## src/rtl/pipe_stage_buf.sv

```systemverilog
// Pipeline stage register with a DEPTH-entry skid FIFO behind it, so items
// accepted while downstream is stopped are kept in order instead of lost.
module pipe_stage_buf #(
  parameter int                 DATA_W     = 64,
  parameter int                 DEPTH      = 2,
  parameter int                 STALL_W    = 6,
  parameter int                 STAGE      = 1,
  parameter logic [DATA_W-1:0]  BUBBLE_VAL = '0,
  localparam int                OCC_W      = $clog2(DEPTH + 2)
) (
  input  logic               clk,
  input  logic               rst,
  input  logic [STALL_W-1:0] stall,
  input  logic               flush,
  input  logic               in_valid,
  input  logic [DATA_W-1:0]  in_data,
  output logic               in_ready,
  output logic               out_valid,
  output logic [DATA_W-1:0]  out_data,
  output logic [OCC_W-1:0]   occupancy
);

  localparam int PTR_W = (DEPTH > 1) ? $clog2(DEPTH) : 1;
  localparam int CNT_W = $clog2(DEPTH + 1);
  localparam logic [PTR_W-1:0] LAST_PTR = PTR_W'(DEPTH - 1);
  localparam logic [CNT_W-1:0] FULL_CNT = CNT_W'(DEPTH);

  // Handshake: an item moves on a rising edge when in_valid & in_ready and
  // the upstream stage is not stalled; in_ready depends on registered state
  // only, so it never combinationally follows stall or flush.

  logic [DATA_W-1:0] mem_q [DEPTH];
  logic [DATA_W-1:0] mem_d [DEPTH];
  logic [PTR_W-1:0]  head_q, head_d;
  logic [PTR_W-1:0]  tail_q, tail_d;
  logic [CNT_W-1:0]  skid_cnt_q, skid_cnt_d;
  logic              out_valid_q, out_valid_d;
  logic [DATA_W-1:0] out_data_q, out_data_d;

  logic adv;
  logic acc;
  logic skid_empty;

  assign adv        = !stall[STAGE+1];
  assign in_ready   = skid_cnt_q < FULL_CNT;
  assign acc        = in_valid && in_ready && !stall[STAGE] && !flush;
  assign skid_empty = skid_cnt_q == '0;

  assign out_valid = out_valid_q;
  assign out_data  = out_data_q;
  assign occupancy = OCC_W'(skid_cnt_q) + OCC_W'(out_valid_q);

  function automatic logic [PTR_W-1:0] ptr_inc(input logic [PTR_W-1:0] p);
    return (p == LAST_PTR) ? '0 : p + 1'b1;
  endfunction

  always_comb begin
    mem_d       = mem_q;
    head_d      = head_q;
    tail_d      = tail_q;
    skid_cnt_d  = skid_cnt_q;
    out_valid_d = out_valid_q;
    out_data_d  = out_data_q;

    if (flush) begin
      head_d      = '0;
      tail_d      = '0;
      skid_cnt_d  = '0;
      out_valid_d = 1'b0;
      out_data_d  = BUBBLE_VAL;
    end else if (adv) begin
      if (!skid_empty) begin
        out_data_d  = mem_q[head_q];
        out_valid_d = 1'b1;
        head_d      = ptr_inc(head_q);
        if (acc) begin
          mem_d[tail_q] = in_data;
          tail_d        = ptr_inc(tail_q);
        end else begin
          skid_cnt_d = skid_cnt_q - 1'b1;
        end
      end else if (acc) begin
        // Empty skid: bypass straight into the output register.
        out_data_d  = in_data;
        out_valid_d = 1'b1;
      end else begin
        out_valid_d = 1'b0;
        out_data_d  = BUBBLE_VAL;
      end
    end else if (acc) begin
      mem_d[tail_q] = in_data;
      tail_d        = ptr_inc(tail_q);
      skid_cnt_d    = skid_cnt_q + 1'b1;
    end
  end

  always_ff @(posedge clk or negedge rst) begin
    if (!rst) begin
      for (int i = 0; i < DEPTH; i++) mem_q[i] <= '0;
      head_q      <= '0;
      tail_q      <= '0;
      skid_cnt_q  <= '0;
      out_valid_q <= 1'b0;
      out_data_q  <= BUBBLE_VAL;
    end else begin
      for (int i = 0; i < DEPTH; i++) mem_q[i] <= mem_d[i];
      head_q      <= head_d;
      tail_q      <= tail_d;
      skid_cnt_q  <= skid_cnt_d;
      out_valid_q <= out_valid_d;
      out_data_q  <= out_data_d;
    end
  end

endmodule

```

## config.mk

```make
export PLATFORM = sky130hd
export DESIGN_NAME = pipe_stage_buf
export DESIGN_NICKNAME = d
export VERILOG_FILES = /design/src/rtl/pipe_stage_buf.sv
export SDC_FILE = /design/constraint.sdc
export NUM_CORES = 1
export LEC_CHECK = 0
export CAP_MARGIN = 25
export CORE_ASPECT_RATIO = 1.1
export CORE_MARGIN = 2
export CORE_UTILIZATION = 53
export DETAILED_ROUTE_END_ITERATION = 10
export GPL_ROUTABILITY_DRIVEN = 1
export PLACE_DENSITY = 0.79
export SYNTH_ARGS = -nofsm -noshare
export SYNTH_HDL_FRONTEND = slang
export SYNTH_SLANG_ARGS = --single-unit
export TNS_END_PERCENT = 100
```

## constraint.sdc

```tcl
create_clock -name clk -period 4 [get_ports clk]
set_input_delay 0.8 -clock clk [delete_from_list [all_inputs] [get_ports clk]]
set_output_delay 0.8 -clock clk [all_outputs]
set_load 0.005 [all_outputs]
```

======== Yosys cells after proc, flatten, opt, wreduce, memory -nomap -nowiden ========
Cells that the tools add are included.
word-level totals
  input port bits ......................... 74
  register bits after elaboration ......... 197
  word-level logic and storage cells ...... 66
cells by class
  reductions and logical operators ........ 10
  $lt $le $gt $ge ......................... 4
  equal/unequal tests ..................... 6
  bitwise operators ....................... 3
  add/sub/neg operators ................... 5
  muxes and demuxes ....................... 31
operator list
  cell                 count
  $mux 64              8
  $mux 128             3
  $bwmux 128           1
  $demux 64 s1         1
  $mux 1               13
  $mux 2               5
  $ne 3x3->1 const B   2
  $ge 2x2->1 const B   2
  $logic_and 1x1->1    4
  $ne 2x2->1 const B   2
  $not 1->2            2
  $reduce_and 2->1     2
  $ne 3x1->1 const B   1
  $reduce_and 3->1     1
  $add 1x1->1 const B  2
  $add 2x1->2          1
  $add 2x1->2 const B  1
  $logic_not 1->1      2
  $logic_not 2->1      1
  $lt 2x1->1 const B   1
  $lt 2x2->1 const B   1
  $ne 2x1->1 const B   1
  $sub 2x1->2 const B  1
  $not 1->1            1

======== Logic depth before layout (Yosys ltp) ========
Gate-level depths: netlist of the first run.
  word-level depth ........................ 9
  gate-level depth with buffers ........... 6
  mapped depth without buffers ............ 3

======== Least setup slack after synthesis of the first run ========
Ideal clock, no wire load.
  kind .................................... input to register
  from .................................... input stall[1]
  to ...................................... register mem_q[100] (netlist bit)
  path slack .............................. 1.522 ns
  library setup time ...................... 0.125 ns
  cell stages on the path ................. 6
  arrival ................................. 2.353 ns
  cell sequence ........................... or3b_1 buf_2 or4_4 buf_6 buf_6 mux2_4
on the way
  word-level cells in the longest chain between the ends .. 6
ends and longest elaborated chain
  what                              RTL line  source
  start, declared                   13        input logic [STALL_W-1:0] stall,
  $logic_not 1->1 *                 46        assign acc = in_valid && in_ready && !stall[STAGE] && !flush;
  $logic_and 1x1->1 * (2 in a row)  46
  $mux 128 *                        n/a
  $mux 128                          n/a
  $mux 128 *                        n/a
  end, declared                     32        logic [DATA_W-1:0] mem_q [DEPTH];
Mark *: on every way between the ends. The rest lies on a longest branch, timed or not. The select of a mux whose other input is x is not followed.
A chain may end at the register's enable or synchronous reset.

======== Final worst setup path of the first run ========
  from .................................... input in_valid
  to ...................................... register mem_q[96] (netlist bit)
on the way
  word-level cells in the longest chain between the ends .. 6
ends and longest elaborated chain
  what                              RTL line  source
  start, declared                   15        input logic in_valid,
  $logic_and 1x1->1 * (3 in a row)  46
  $mux 128 *                        n/a
  $mux 128                          n/a
  $mux 128 *                        n/a
Marks and branches as above.

==> results of run 1 <==
==> stage by stage <==
stage          area, um2  util, %  setup WS [ns]  hold slack [ns]
3_5_place_dp       10120    64.08         0.7934           0.4808
6_report           10720    67.88          1.206           0.3644
4_1_cts            10720    67.88          1.232           0.4017
5_1_grt            10720    67.88          1.190           0.4105
3_3_place_gp       10120    64.08         0.8378           0.4667
2_1_floorplan       8583        -          1.522           0.4578
==> area by class of cell <==
class	count	area (um2)	area share [%]
Timing Repair Buffer	152	1500	13.99
Inverter	2	7.507	0.07002
Clock inverter	13	157.7	1.470
Clock buffer	19	442.9	4.131
Tap cell	200	250.2	2.334
Multi-Input combinational cell	347	3430	31.99
Sequential cell	197	4933	46.01
==> state kept, by name, indices dropped and copies added (netlist names) <==
register,cells
out_valid,1
head_q,1
mem_q,128
skid_cnt_q,2
tail_q,1
out_data,64
==> path summary, 6_finish.rpt <==
check / start / endpoint / slack, ns / cells past startpoint
max: in_valid / mem_q[96] / 1.21 / 5
min: rst / out_data[36] / 0.36 / 1
max reg2reg: skid_cnt_q[1] / mem_q[96] / 1.53 / 4
min reg2reg: mem_q[8] / mem_q[8] / 0.49 / 1
max in group asynchronous: rst / mem_q[7] / 2.64 / 2
min in group clk: mem_q[8] / mem_q[8] / 0.49 / 1
==> cells in the final DEF, fill, tap and decap left out <==
cell type	count
mux2_4	49
buf_4	14
mux2_2	70
clkinv_4	4
nor2_1	3
xor2_1	1
or3_1	1
nand3_1	1
nand2_1	1
nor4_1	1
o21ai_0	3
nor3_4	2
nor2b_1	1
clkinv_2	5
a21oi_1	3
buf_12	1
or3b_1	1
clkbuf_8	2
dfrtp_1	196
or2_2	1
a221o_1	64
or4_4	1
bufinv_16	3
mux2_1	10
mux2i_1	64
nor3_1	65
a221oi_1	1
clkdlybuf4s50_1	136
clkbuf_16	17
clkinvlp_4	1
nor2_4	2
inv_1	2
nand2b_1	1
ha_1	1
clkbuf_1	1
dfrtp_4	1
==> power groups by stage <==
stage	clock [mW]	sequential (mW)	combinational (mW)
after floorplan	0	2.47	0.552
final	1.73	2.51	0.836
after detailed placement	0	2.53	0.835
after global placement	0	2.51	0.793
after CTS	1.76	2.50	0.846
after global routing	1.85	2.54	0.908
==> per-layer routing <==
| layer | wire, um | GRT usage, % |
|---|---|---|
| met3 | 1350 | 7.301 |
| met4 | 343 | 8.272 |
| met5 | 0 | 0 |
| met1 | 8332 | 29.99 |
| met2 | 10070 | 41.49 |
==> kinds of logic (layout without fill, tap and decap cells) <==
group / count (synthesis) / count (layout) / share of synthesized area, %
AO/OA/AOI/OAI: 71 / 71 / 7.915
XOR/XNOR: 1 / 1 / 0.1021
flip-flops: 197 / 197 / 57.43
multiplexers: 193 / 193 / 26.53
buffers and inverters: 52 / 186 / 2.930
AND/OR/NAND/NOR: 81 / 81 / 4.942
adder cells (fa/ha/maj): 1 / 1 / 0.1457
==> impl_metrics.yaml, run 1 <==
outcome:
  status: "finished clean"
global_routing:
  grt_pass1_vias: 6275
  grt_max_degree: 83
  grt_first_pass_wirelength_um: 32910
  antenna_found_initial: 1
  grtUsageTotal_pct: 24.36
  grt_overflow_total: 0
timing:
  min_period_ns: 2.794
  timing.fmax_mhz: 357.9
  setup_violations: 0
  fin_crit_sh_pct: 69.84
  slew_viol_final: 0
  relSlewSlack_pct: 44.59
  grt_setup_unrepaired: "false"
  tns_ns: 0
  skew_ns: 0.009285
  hold_viol: 0
  tightest_slew_ns: 0.8311
placement:
  port_buffers: 137
  place.gp.congestion: 0.7413
  placed_cells: 898
  hpwl_um: 12100
drt:
  via_per_inst: 6.127
  ant_nets: 0
  wl_um: 20100
  drc: 0
  dr.pass1.iters: 4
  wire_per_inst_um: 21.61
  num_vias: 5698
  drtIter0Drc: 394
finish:
  stdcell_count: 930
  num_antenna_cells: 0
  area_growth_pct: 24.91
  fill_cells: 1132
  layout-drive-gt1-share_pct: 23.70
  finalNetCount: 792
critical_path:
  crit_chain: "clkdlybuf4s50_1, or3b_1, or4_4, buf_4, mux2_4"
  cp-start-kind: "primary input"
  worstSetupPathType: "primary input to register"
  cpMaxStageDelayCell: "or4_4"
  max_stage_delay_ns: 0.53
  critPathCaptureType: "register"
  cp_max_fo: 38
  cp_top_family: "simple AND/OR/NAND/NOR gates"
  cp_data_required_time_ns: 4.31
  path_buf_inv: 2
  arrival_ns: 3.10
clock_network:
  clkLatencyLatePin_ns: 0.42
  clk_pin_slew_ns: 0.07
  post_cts_buffers: 0
  ctsHoldBuffers: 0
  numCtsBuffers: 17
  cts-resized-gates: 0
  cts_tree: "yes"
  ctsLongestPathBuffers: 2
  h-tree-depth: 4
  cts_root_buf: "clkbuf_16"
  cts.sinks: 197
die:
  core_area_um2: 15800
  start_util_pct: 54.34
  fp.dieW_um: 125.3
  die_area_um2: 17230
  ioPinCount: 142
  die_h_um: 137.5
  num_rows: 48
worst_hold_path:
  worstHoldPathType: "primary input to async pin"
run:
  drv_cap: 0
yosys:
  ys_ff_latch: 197
  ys_top_cells_by_area: "dfrtp_1, mux2_2, mux2_4, a221o_1, mux2i_1"
  ys_warn_count: 0
  synth_edf_count: 0
  synthFlopType: "dfrtp_1"
  synth.yosys.seq_area_share_pct: 57.43
  synth_cell_types: 28
  async_reset_ff_share_pct: 100.0
  syn-cell-area_um2: 8583
  synth_cells: 596
  yosysTopAreaCellShare_pct: 57.43
  synth.most_common_cell: "dfrtp_1"
  yosys-top-cells-count: "dfrtp_1, mux2_2, nor3_1, a221o_1, mux2i_1"
  synth_area_per_cell_um2: 14.40
  yosysTopAreaCell: "dfrtp_1"
  synth.net_count: 671
power_and_ir_drop:
  swShare_pct: 24.46
  p_seq_share_pct: 49.4
  power_density_nw_per_um2: 473.3
  share_comb_of_total_power_pct: 16.5
  p_leak_nw: 4.751
  cell_internal_pwr_mw: 3.833
  total_power_mw: 5.074
  pwr-share-clk_pct: 34.1
  ir_drop_mv: 0.3219
  netSwitchingPower_mw: 1.241
(Power assumes the default switching activity.)
==> run 2, diff against run 1 <==
==> constraint.sdc (replaced) <==
create_clock -name clk -period 2.9 [get_ports clk]
set_input_delay 0.58 -clock clk [delete_from_list [all_inputs] [get_ports clk]]
set_output_delay 0.58 -clock clk [all_outputs]
set_load 0.005 [all_outputs]
==> run 2 against run 1 <==
- critical endpoint is now occupancy[1]
- core utilization rose by 0.61 points
- worst hold slack got worse by 0.20 ns
- non-clock buffer count rose by 3
- clock-buffer cell count did not move
- worst setup slack got worse by 0.77 ns
- largest cell class unchanged
- sequential power rose by 38%
- critical path depth fell by 2
- first-iteration DRC count fell by 27%
- final cell count rose by 0.32%
- cell area rose by 0.90%
- sequential cell count did not move
==> impl_metrics.yaml, run 2 (synthesized netlist as in run 1, its figures left out) <==
outcome:
  status: "finished clean"
critical_path:
  cp_data_required_time_ns: 2.32
  worstSetupPathType: "register to output pin"
  arrival_ns: 1.88
  critPathCaptureType: "output pin"
  cp_max_fo: 9
  cp-start-kind: "register"
timing:
  min_period_ns: 2.464
  grt_setup_unrepaired: "false"
  tns_ns: 0
  tightest_slew_ns: 0.9634
  skew_ns: 0.008078
  fin_crit_sh_pct: 84.95
  timing.fmax_mhz: 405.9
  relSlewSlack_pct: 35.77
  slew_viol_final: 0
  setup_violations: 0
  hold_viol: 0
clock_network:
  cts_root_buf: "clkbuf_16"
  clk_pin_slew_ns: 0.07
  cts_tree: "yes"
  cts.sinks: 197
  numCtsBuffers: 17
  cts-resized-gates: 0
  ctsLongestPathBuffers: 2
  ctsHoldBuffers: 0
  clkLatencyLatePin_ns: 0.43
  h-tree-depth: 4
  post_cts_buffers: 0
die:
  die_area_um2: 17230
  start_util_pct: 54.34
  core_area_um2: 15800
  ioPinCount: 142
  fp.dieW_um: 125.3
  num_rows: 48
  die_h_um: 137.5
run:
  drv_cap: 0
global_routing:
  grt_pass1_vias: 6321
  grt_overflow_total: 0
  grt_max_degree: 80
  grt_first_pass_wirelength_um: 33200
  grtUsageTotal_pct: 24.43
  antenna_found_initial: 1
drt:
  drtIter0Drc: 288
  num_vias: 5636
  drc: 0
  ant_nets: 0
  wire_per_inst_um: 21.23
  wl_um: 19800
  dr.pass1.iters: 4
  via_per_inst: 6.041
power_and_ir_drop:
  pwr-share-clk_pct: 33.8
  share_comb_of_total_power_pct: 16.6
  total_power_mw: 6.962
  cell_internal_pwr_mw: 5.275
  ir_drop_mv: 0.4739
  swShare_pct: 24.22
  p_leak_nw: 4.792
  p_seq_share_pct: 49.6
  netSwitchingPower_mw: 1.686
  power_density_nw_per_um2: 643.5
finish:
  largest_register: "mem_q"
  layout-drive-gt1-share_pct: 23.87
  fill_cells: 1117
  num_antenna_cells: 0
  layout_common_cells: "dfrtp_1, clkdlybuf4s50_1, mux2_2"
  multi_input_area_um2: 3430
  layout_commonest_cell: "dfrtp_1"
  seqCellArea_um2: 4933
  area_growth_pct: 26.04
  largest_register_ffs: 128
  design_area_um2: 10820
  finalNetCount: 795
placement:
  hpwl_um: 12050
  place.gp.congestion: 0.7793
  port_buffers: 137
  placed_cell_area_um2: 10230
worst_hold_path:
  worstHoldPathType: "primary input to async pin"
==> run 2: layer usage <==
metal  vias up  GRT usage, %  wire (um)  part of all wire [%]
li1       2491             -          -                     -
met1      2950         31.01       8390                    42
met2       167         41.49       9861                    50
met3        26         6.524       1244                   6.3
met4         2         7.469        296                   1.5
met5         -             0         11                 0.056
==> run 2: worst paths after layout <==
path	from	cells after the start	slack [ns]	to
min	rst	1	0.17	mem_q[100]
max reg2reg	skid_cnt_q[1]	5	0.72	mem_q[18]
max	skid_cnt_q[0]	3	0.44	occupancy[1]
min reg2reg	mem_q[8]	1	0.49	mem_q[8]
max in group asynchronous	rst	2	1.92	head_q
min in group clk	mem_q[8]	1	0.49	mem_q[8]
==> run 2: power by group through the flow <==
| stage | Sequential [mW] | Clock [mW] | Combinational, mW |
|---|---|---|---|
| after floorplan | 3.41 | 0 | 0.761 |
| after global placement | 3.46 | 0 | 1.10 |
| after detailed placement | 3.50 | 0 | 1.16 |
| after CTS | 3.46 | 2.39 | 1.17 |
| after global routing | 3.51 | 2.52 | 1.26 |
| final | 3.46 | 2.35 | 1.16 |
==> run 2: critical path: stages, from the launching register on <==
cell	delay, ns
dfrtp_1	0.57
ha_1	0.24
xor2_1	0.14
clkdlybuf4s50_1	0.51
==> run 2: area by class of cell <==
| type | count | area share, % |
|---|---|---|
| flip-flops and latches | 197 | 45.60 |
| well taps | 200 | 2.313 |
| clock buffers | 19 | 4.002 |
| repair buffers | 155 | 14.89 |
| inverters | 2 | 0.06940 |
| clock inverters | 13 | 1.423 |
| multi-input cells | 347 | 31.70 |
==> run 2: stage by stage <==
step	hold WS (ns)	util (%)	std cells	setup WS, ns
global placement	0.4665	64.77	901	0.2094
floorplan	0.2844	-	596	0.6423
detailed placement	0.4778	64.77	901	0.1644
finish	0.1655	68.49	933	0.4363
global route	0.2178	68.49	933	0.3430
CTS	0.1917	68.49	933	0.4135
==> run 3, diff against run 2 <==
==> constraint.sdc (replaced) <==
create_clock -name clk -period 2.38 [get_ports clk]
set_input_delay 0.476 -clock clk [delete_from_list [all_inputs] [get_ports clk]]
set_output_delay 0.476 -clock clk [all_outputs]
set_load 0.005 [all_outputs]
==> run 3 against run 2 <==
- global-route usage is 0.12 points lower
- first-iteration DRC count is 26% higher
- die area stayed put
- clock skew is 0.0023 ns lower
- register-to-register slack worse by 0.50 ns
- total power is 24% higher
- clock-buffer cell count is 5 higher
- final cell count is 0.75% higher
- combinational power is 24% higher
- non-clock buffer count is 8 higher
- wire length is 1.3% higher
- clock power is 26% higher
==> impl_metrics.yaml, run 3 (synthesized netlist as in run 1, its figures left out) <==
placement:
  hpwl_um: 12290
  port_buffers: 137
  place.gp.congestion: 0.8242
  dp_slack_ns: -0.2096
finish:
  layout_common_cells: "dfrtp_1, clkdlybuf4s50_1, mux2_2"
  layout-drive-gt1-share_pct: 24.59
  area_growth_pct: 27.62
  finalNetCount: 803
  fill_cells: 1043
  num_antenna_cells: 0
  multi_input_area_um2: 3430
  layout_commonest_cell: "dfrtp_1"
  seqCellArea_um2: 4935
  largest_register_ffs: 128
  largest_register: "mem_q"
timing:
  hold_viol: 0
  grt_setup_unrepaired: "false"
  hold_ws_ns: 0.03909
  relSlewSlack_pct: 61.13
  fin_crit_sh_pct: 94.78
  slew_viol_final: 0
  tightest_slew_ns: 0.5831
  min_period_ns: 2.256
  timing.fmax_mhz: 443.3
  skew_ns: 0.005739
  worst_slack_ns: 0.1243
  setup_violations: 0
critical_path:
  cp_max_fo: 9
  cp_data_required_time_ns: 1.90
  crit_chain: "ha_1, xor2_1, clkdlybuf4s50_1"
  arrival_ns: 1.78
  path_buf_inv: 1
  critPathCaptureType: "output pin"
  cp_top_family: "buffers and inverters"
  max_stage_delay_ns: 0.51
  cp-start-kind: "register"
  worstSetupPathType: "register to output pin"
  cpMaxStageDelayCell: "clkdlybuf4s50_1"
die:
  num_rows: 48
  start_util_pct: 54.34
  core_area_um2: 15800
  die_area_um2: 17230
  die_h_um: 137.5
  ioPinCount: 142
  fp.dieW_um: 125.3
drt:
  drtIter0Drc: 363
  wire_per_inst_um: 21.34
  via_per_inst: 6.131
  dr.pass1.iters: 4
  drc: 0
  num_vias: 5763
  wl_um: 20060
  ant_nets: 0
clock_network:
  clk_pin_slew_ns: 0.07
  post_cts_buffers: 0
  h-tree-depth: 4
  cts_root_buf: "clkbuf_16"
  cts-resized-gates: 1
  cts.sinks: 197
  ctsLongestPathBuffers: 2
  ctsHoldBuffers: 0
  cts_tree: "yes"
  numCtsBuffers: 17
  clkLatencyLatePin_ns: 0.43
power_and_ir_drop:
  power_density_nw_per_um2: 785.9
  ir_drop_mv: 0.5022
  p_leak_nw: 4.837
global_routing:
  grt_overflow_total: 0
  grt_pass1_vias: 6124
  grt_first_pass_wirelength_um: 32910
  antenna_found_initial: 1
  grtUsageTotal_pct: 24.31
  grt_max_degree: 71
worst_hold_path:
  worstHoldPathType: "primary input to async pin"
outcome:
  status: "finished clean"
run:
  drv_cap: 0
-- run 3: report_power, final --
group / switching (mW) / internal, mW
Combinational: 0.538 / 0.904
Clock: 1.21 / 1.76
Sequential: 0.308 / 3.89
-- run 3: cell type report --
type                       count  area share, %
inverter                       2        0.06853
clock buffer                  24          4.489
multi-input combinational    347          31.31
clock inverter                 7          1.097
sequential                   197          45.05
tap                          200          2.284
timing repair buffer         163          15.71
-- run 3: path summary, 6_finish.rpt --
kind	from	to	slack (ns)	depth (start not counted)
worst max-delay path	skid_cnt_q[0]	occupancy[1]	0.12	3
worst min-delay path	rst	mem_q[99]	0.04	1
worst max register to register	skid_cnt_q[1]	mem_q[16]	0.22	5
worst min register to register	mem_q[13]	mem_q[13]	0.49	1
max in group asynchronous	rst	mem_q[112]	1.67	2
min in group clk	mem_q[13]	mem_q[13]	0.49	1
-- run 3: layer usage --
layer  GRT usage (%)  vias up  wire length (um)
li1                -     2518                 -
met1           32.06     3037              8709
met2           38.89      182              9762
met3           6.913       24              1274
met4           8.889        2               298
met5               0        -                16
-- run 3: metrics by stage --
stage	utilization, %	total power, mW	instances	instance area (um2)	TNS, ns
final	69.35	8.609	940	10950	0
after global routing	69.35	8.993	940	10950	0
after CTS	69.35	8.673	940	10950	0
after detailed placement	65.47	5.690	909	10340	-23.88
after global placement	65.47	5.580	909	10340	-21.40
after floorplan	-	5.081	596	8583	0
